### config.mk
export PLATFORM = sky130hd
export DESIGN_NAME = instruction_prefetch_flat
export DESIGN_NICKNAME = d
export VERILOG_FILES = /design/src/rtl/instruction_prefetch_pkg.sv /design/src/rtl/instruction_prefetch_if.sv /design/src/rtl/instruction_prefetch.sv /design/src/flat_wrapper.sv
export SDC_FILE = /design/constraint.sdc
export NUM_CORES = 1
export LEC_CHECK = 0
export ABC_AREA = 1
export CORE_ASPECT_RATIO = 0.5
export CORE_MARGIN = 1
export CORE_UTILIZATION = 58
export DETAILED_ROUTE_END_ITERATION = 16
export HOLD_SLACK_MARGIN = 0.05
export PLACE_DENSITY = 0.83
export SETUP_SLACK_MARGIN = 0.2
export SYNTH_ARGS = -nofsm -noshare
export SYNTH_HDL_FRONTEND = slang
export SYNTH_SLANG_ARGS = --single-unit
### constraint.sdc
create_clock -name clk -period 5.4 [get_ports clk]
set_input_delay 1.62 -clock clk [delete_from_list [all_inputs] [get_ports clk]]
set_output_delay 1.62 -clock clk [all_outputs]
set_load 0.02 [all_outputs]
### src/rtl/instruction_prefetch_pkg.sv
// Shared types and address helper for the instruction prefetch unit.
// Also used by the load/store unit for physical address generation.
package instruction_prefetch_pkg;

    localparam int unsigned SEG_W  = 16;
    localparam int unsigned WORD_W = 16;
    localparam int unsigned BYTE_W = 8;
    localparam int unsigned PHYS_W = 20;
    localparam int unsigned ADDR_W = 19;

    typedef enum logic [1:0] {
        IDLE    = 2'd0,
        FETCH   = 2'd1,
        PUSH_LO = 2'd2,
        PUSH_HI = 2'd3
    } prefetch_state_t;

    // Segmented physical address: cs*16 + ip, wrapping at 1 MiB.
    function automatic logic [PHYS_W-1:0] phys_addr(input logic [SEG_W-1:0] cs,
                                                    input logic [SEG_W-1:0] ip);
        return {cs, 4'b0000} + {4'b0000, ip};
    endfunction

endpackage

### src/rtl/instruction_prefetch_if.sv
// Bundle of branch, FIFO and memory signals around the prefetch unit.
//  master: the prefetcher (drives FIFO pushes/flush and memory requests)
//  slave : the environment (core branch request, FIFO status, memory response)
interface instruction_prefetch_if;
    import instruction_prefetch_pkg::*;

    logic                load_new_ip;
    logic [SEG_W-1:0]    new_cs;
    logic [SEG_W-1:0]    new_ip;
    logic                fifo_wr_en;
    logic [BYTE_W-1:0]   fifo_wr_data;
    logic                fifo_full;
    logic                fifo_reset;
    logic                mem_access;
    logic [ADDR_W-1:0]   mem_address;
    logic                mem_ack;
    logic [WORD_W-1:0]   mem_data;

    modport master (
        input  load_new_ip, new_cs, new_ip, fifo_full, mem_ack, mem_data,
        output fifo_wr_en, fifo_wr_data, fifo_reset, mem_access, mem_address
    );

    modport slave (
        output load_new_ip, new_cs, new_ip, fifo_full, mem_ack, mem_data,
        input  fifo_wr_en, fifo_wr_data, fifo_reset, mem_access, mem_address
    );

endinterface

### src/rtl/instruction_prefetch.sv
// Instruction prefetch: reads 16-bit words at CS:IP and pushes them byte by
// byte into the instruction FIFO; an odd IP skips the even byte. A branch
// (load_new_ip) flushes the FIFO and restarts fetching at the new CS:IP.
// Ports:
//  clk, reset  single clock, asynchronous active-high reset
//  bus         instruction_prefetch_if.master (branch, FIFO, memory signals)
module instruction_prefetch
    import instruction_prefetch_pkg::*;
#(
    parameter logic [15:0] RESET_CS = 16'hffff,
    parameter logic [15:0] RESET_IP = 16'h0000
) (
    input  logic                   clk,
    input  logic                   reset,
    instruction_prefetch_if.master bus
);

    prefetch_state_t     state, state_next;
    logic [SEG_W-1:0]    cs, cs_next;
    logic [SEG_W-1:0]    ip, ip_next;
    logic [SEG_W-1:0]    pend_cs, pend_cs_next;
    logic [SEG_W-1:0]    pend_ip, pend_ip_next;
    logic                abort, abort_next;
    logic [WORD_W-1:0]   word, word_next;
    logic                push_c;
    logic [PHYS_W-1:0]   phys;
    logic                unused_phys_lsb;

    // A byte leaves only from a push state with FIFO room and no flush.
    assign push_c = ((state == PUSH_LO) || (state == PUSH_HI)) &&
                    !bus.fifo_full && !bus.load_new_ip;

    // Word address straight from CS:IP; bit 0 selects the byte, not the word.
    assign phys            = phys_addr(cs, ip);
    assign bus.mem_address = phys[PHYS_W-1:1];
    assign unused_phys_lsb = phys[0];

    // State register.
    always_ff @(posedge clk or posedge reset) begin
        if (reset) begin
            state   <= IDLE;
            cs      <= RESET_CS;
            ip      <= RESET_IP;
            pend_cs <= RESET_CS;
            pend_ip <= RESET_IP;
            abort   <= 1'b0;
            word    <= '0;
        end else begin
            state   <= state_next;
            cs      <= cs_next;
            ip      <= ip_next;
            pend_cs <= pend_cs_next;
            pend_ip <= pend_ip_next;
            abort   <= abort_next;
            word    <= word_next;
        end
    end

    // Next-state logic.
    always_comb begin
        state_next   = state;
        cs_next      = cs;
        ip_next      = ip;
        pend_cs_next = pend_cs;
        pend_ip_next = pend_ip;
        abort_next   = abort;
        word_next    = word;
        case (state)
            IDLE: begin
                if (bus.load_new_ip) begin
                    cs_next = bus.new_cs;
                    ip_next = bus.new_ip;
                end else if (!bus.fifo_full) begin
                    state_next = FETCH;
                end
            end
            FETCH: begin
                if (bus.mem_ack) begin
                    abort_next = 1'b0;
                    if (bus.load_new_ip) begin
                        cs_next    = bus.new_cs;
                        ip_next    = bus.new_ip;
                        state_next = IDLE;
                    end else if (abort) begin
                        // Aborted fetch: drop the word, commit the staged target.
                        cs_next    = pend_cs;
                        ip_next    = pend_ip;
                        state_next = IDLE;
                    end else begin
                        word_next  = bus.mem_data;
                        state_next = ip[0] ? PUSH_HI : PUSH_LO;
                    end
                end else if (bus.load_new_ip) begin
                    // Address must stay stable until ack, so stage the target.
                    abort_next   = 1'b1;
                    pend_cs_next = bus.new_cs;
                    pend_ip_next = bus.new_ip;
                end
            end
            PUSH_LO: begin
                if (bus.load_new_ip) begin
                    cs_next    = bus.new_cs;
                    ip_next    = bus.new_ip;
                    state_next = IDLE;
                end else if (push_c) begin
                    ip_next    = ip + 16'd1;
                    state_next = PUSH_HI;
                end
            end
            PUSH_HI: begin
                if (bus.load_new_ip) begin
                    cs_next    = bus.new_cs;
                    ip_next    = bus.new_ip;
                    state_next = IDLE;
                end else if (push_c) begin
                    ip_next    = ip + 16'd1;
                    state_next = IDLE;
                end
            end
            default: state_next = IDLE;
        endcase
    end

    // Output logic.
    always_comb begin
        bus.fifo_wr_en   = push_c;
        bus.fifo_wr_data = (state == PUSH_HI) ? word[15:8] : word[7:0];
        bus.mem_access   = (state == FETCH);
        bus.fifo_reset   = bus.load_new_ip & ~reset;
    end

endmodule

### src/flat_wrapper.sv
// flat-port wrapper written by rule: the top's interface ports become plain ports
module instruction_prefetch_flat import instruction_prefetch_pkg::*;
#(
    parameter logic [15:0] RESET_CS = 16'hffff,
    parameter logic [15:0] RESET_IP = 16'h0000
)
  (clk, reset, bus_load_new_ip, bus_new_cs, bus_new_ip, bus_fifo_full, bus_mem_ack, bus_mem_data, bus_fifo_wr_en, bus_fifo_wr_data, bus_fifo_reset, bus_mem_access, bus_mem_address);
  instruction_prefetch_if bus_i ();
  input  logic clk;
  input  logic reset;
  input wire logic [$bits(bus_i.load_new_ip)-1:0] bus_load_new_ip;
  input wire logic [$bits(bus_i.new_cs)-1:0] bus_new_cs;
  input wire logic [$bits(bus_i.new_ip)-1:0] bus_new_ip;
  input wire logic [$bits(bus_i.fifo_full)-1:0] bus_fifo_full;
  input wire logic [$bits(bus_i.mem_ack)-1:0] bus_mem_ack;
  input wire logic [$bits(bus_i.mem_data)-1:0] bus_mem_data;
  output wire logic [$bits(bus_i.fifo_wr_en)-1:0] bus_fifo_wr_en;
  output wire logic [$bits(bus_i.fifo_wr_data)-1:0] bus_fifo_wr_data;
  output wire logic [$bits(bus_i.fifo_reset)-1:0] bus_fifo_reset;
  output wire logic [$bits(bus_i.mem_access)-1:0] bus_mem_access;
  output wire logic [$bits(bus_i.mem_address)-1:0] bus_mem_address;
  assign bus_i.load_new_ip = bus_load_new_ip;
  assign bus_i.new_cs = bus_new_cs;
  assign bus_i.new_ip = bus_new_ip;
  assign bus_i.fifo_full = bus_fifo_full;
  assign bus_i.mem_ack = bus_mem_ack;
  assign bus_i.mem_data = bus_mem_data;
  assign bus_fifo_wr_en = bus_i.fifo_wr_en;
  assign bus_fifo_wr_data = bus_i.fifo_wr_data;
  assign bus_fifo_reset = bus_i.fifo_reset;
  assign bus_mem_access = bus_i.mem_access;
  assign bus_mem_address = bus_i.mem_address;
  instruction_prefetch #(.RESET_CS(RESET_CS), .RESET_IP(RESET_IP)) u_core (.clk(clk), .reset(reset), .bus(bus_i));
endmodule
==> run metrics, run 1 <==
area share of the leading cell type in the synthesized netlist=26.3%; CTS tree=yes; Clock Latency Late Sink=0.34 ns; worst-path fanout max=9; overflow left after global routing=0; multi-input logic area=2390 um^2; Reg power frac=28.4%; CTS root buffer=clkbuf_16; Peak VDD IR=0.485 mV; xor-xnor portion of the synthesized cell area=2.16%; finished layout cell area=6090 um^2; logic gate share of total power=56.7%; dpl hpwl=8760 um; initial core utilization=60.3%; top-count cell post-synth=nand2_1; library cells used by synthesis=32; Sum Neg Setup Slack=0 ns; vias in the first global route=4249; Int Power=2510 uW; adder-cell area share of the yosys netlist=3.76%; CP endpoint kind=output pin; WL/cell=14.7 um; Die X-Extent=131 um; FILL cells=628; Period minus WS final=4.67 ns; Post-CTS Hold Fix Bufs=0; Final GP Congestion=0.948; largest family of logic cells by synthesized area=simple AND/OR/NAND/NOR gates; Sw Share=44.2%; CP arrival=3.05 ns; crit share post-route=86.6%; via count=4517; Post-synth top flop=dfrtp_1; 1st-pass router iterations=5; Final Hold Vio Count=0; fmax=214 MHz; Hold Crit Class=flip-flop to flip-flop; register area share after synthesis=43.6%; simple-gate share of the synthesized area=23.8%; first-pass GRT wire length=19500 um; PortBufs=82; top cell type by total area after synthesis=dfrtp_1; wirelength, routed=12000 um; Pleak=0.00278 uW; Mapped Avg Cell Area=7.73 um^2; RSZ-0062 raised after global routing=false; total track usage=28.9%; DRT iter0 DRCs=267; register bit total from synthesis=83; Worst Skew=0.00402 ns; compound-gate portion of the synthesized area=14.0%; Synth async-reset ratio=100%; number of CTS-inserted buffers=9; maximum clock path buffer count=2; Post-DP Area=5750 um^2; Pins Over Slew Limit=0; nets=771; layout cell share with drive strength beyond 1=11.7%; Die Area=8770 um^2; critical path class=input port to output pin; Die Height=66.7 um; Sw Pwr=1990 uW; Synth top cells by count=nand2_1 (182), o21ai_0 (82), inv_1 (55); H-tree depth=3; CTS Sinks=83; ANT cells=0; Net Count, Synth=695; crit start category=input port; CP Data Required Time=3.78 ns; Register Area=2120 um^2; normalized max-slew margin=28.7%; routed vias/inst=5.50; Max Cap Viol=0; EDFF count, synth=0; power per cell area=740 nW/um^2; initial antenna violation count=0; DR DRC count=0; Post-Syn Instances=628; post-CTS setup buffer count=0; Layout area overhead=25.3%; PostCTS Resize Cnt=0; area of the core=8060 um^2; largest net degree at the start of global routing=46; clock share of power=14.9%; Top Ports=83; status=complete, no violations; ranking of synthesized cells by area=dfrtp_1 (26%), dfstp_2 (17%), nand2_1 (14%), o21ai_0 (8.4%), inv_1 (4.3%); post-route ant nets=0; Synth Cell Area=4860 um^2; FP Rows=23; Setup Viol. Count Final=0; Ys Warns=0; clock slew at reported path FFs=0.06 ns; worst slew pin tran=1.07 ns; mux contribution to synthesized area=5.56%
==> logic make-up (layout without fill, tap and decap cells) <==
family,count (synthesis),after routing
AO/OA/AOI/OAI,130,130
XOR/XNOR,12,12
adder cells (fa/ha/maj),14,14
buffers and inverters,84,165
flip-flops,83,83
multiplexers,24,24
AND/OR/NAND/NOR,281,281
==> placed cells by master, fill, tap and decap left out, drive strengths merged <==
cell / Yosys / layout
nand2: 184 / 184
o21ai: 84 / 84
clkdlybuf4s50: 0 / 82
inv: 62 / 62
nor2: 54 / 54
dfrtp: 51 / 51
a21oi: 32 / 32
dfstp: 32 / 32
nand3: 31 / 31
mux2: 24 / 24
ha: 13 / 13
clkbuf: 7 / 13
xor2: 11 / 11
nand4: 6 / 6
o211ai: 5 / 5
buf: 15 / 5
o22ai: 3 / 3
a22oi: 3 / 3
or2: 3 / 3
nand3b: 2 / 2
o21a: 2 / 2
clkinv: 0 / 2
o21bai: 1 / 1
xnor2: 1 / 1
nor4: 1 / 1
fa: 1 / 1
bufinv: 0 / 1
==> layout make-up <==
| cell class | count | share of cell area [%] |
|---|---|---|
| Tap cell | 112 | 2.30 |
| Clock inverter | 3 | 0.658 |
| Inverter | 62 | 3.82 |
| Multi-Input combinational cell | 461 | 39.3 |
| Sequential cell | 83 | 34.8 |
| Clock buffer | 13 | 4.81 |
| Timing Repair Buffer | 87 | 14.3 |
==> worst paths after layout <==
path,from,depth (start not counted),to,slack [ns]
min in group asynchronous,reset,2,u_core.word[6],1.84
worst min register to register,u_core.pend_ip[3],2,u_core.pend_ip[3],0.48
worst max-delay path,bus_load_new_ip,5,bus_fifo_reset,0.73
max in group asynchronous,reset,3,u_core.cs[10],2.75
worst max register to register,u_core.state[1],9,u_core.ip[4],2.97
worst min-delay path,u_core.pend_ip[3],2,u_core.pend_ip[3],0.48
==> power groups by stage <==
| stage | Combinational, uW | Clock (uW) | Sequential [uW] |
|---|---|---|---|
| final | 2550 | 670 | 1280 |
| after global routing | 2820 | 704 | 1320 |
| after CTS | 2550 | 676 | 1270 |
| after detailed placement | 2520 | 0 | 1280 |
| after global placement | 2480 | 0 | 1260 |
| after floorplan | 1720 | 0 | 1190 |
==> sequential cells by signal, indices dropped and copies added (netlist names) <==
| signal | cells |
|---|---|
| u_core.pend_cs | 16 |
| u_core.pend_ip | 16 |
| u_core.state | 2 |
| u_core.abort | 1 |
| u_core.cs | 16 |
| u_core.ip | 16 |
| u_core.word | 16 |
==> layer usage <==
layer  share of wire, %  up-vias  track usage, %
li1                   -     2208               -
met1                 45     2145            35.5
met2                 48      147            49.7
met3                6.3       17            7.38
met4                1.6        0            11.6
met5                  0        -               0
==> through the flow <==
stage	utilization, %	total power [uW]	std cells	worst slack [ns]	hold WS (ns)
after global placement	71.4	3740	805	0.741	0.457
after CTS	75.5	4500	821	0.726	0.473
after detailed placement	71.4	3800	805	0.739	0.463
after floorplan	-	2910	628	1.40	0.442
final	75.5	4500	821	0.726	0.475
after global routing	75.5	4840	821	0.657	0.488
==> worst max-delay path, stage by stage <==
cell	delay, ns
clkdlybuf4s50_1	0.47
buf_4	0.17
inv_2	0.09
nor2_1	0.10
clkdlybuf4s50_1	0.60
No activity file was read; power rests on OpenSTA's default activity.
==> run 2, diff against run 1 <==
CORE_MARGIN = unset   (was 1)
==> results of run 2 <==
Final layout, timing and power as in run 1 (identical DEF).
==> run 3, diff against run 2 <==
SKIP_LAST_GASP = 1   (was unset)
==> results of run 3 <==
Final layout, timing and power as in run 1 (identical DEF).
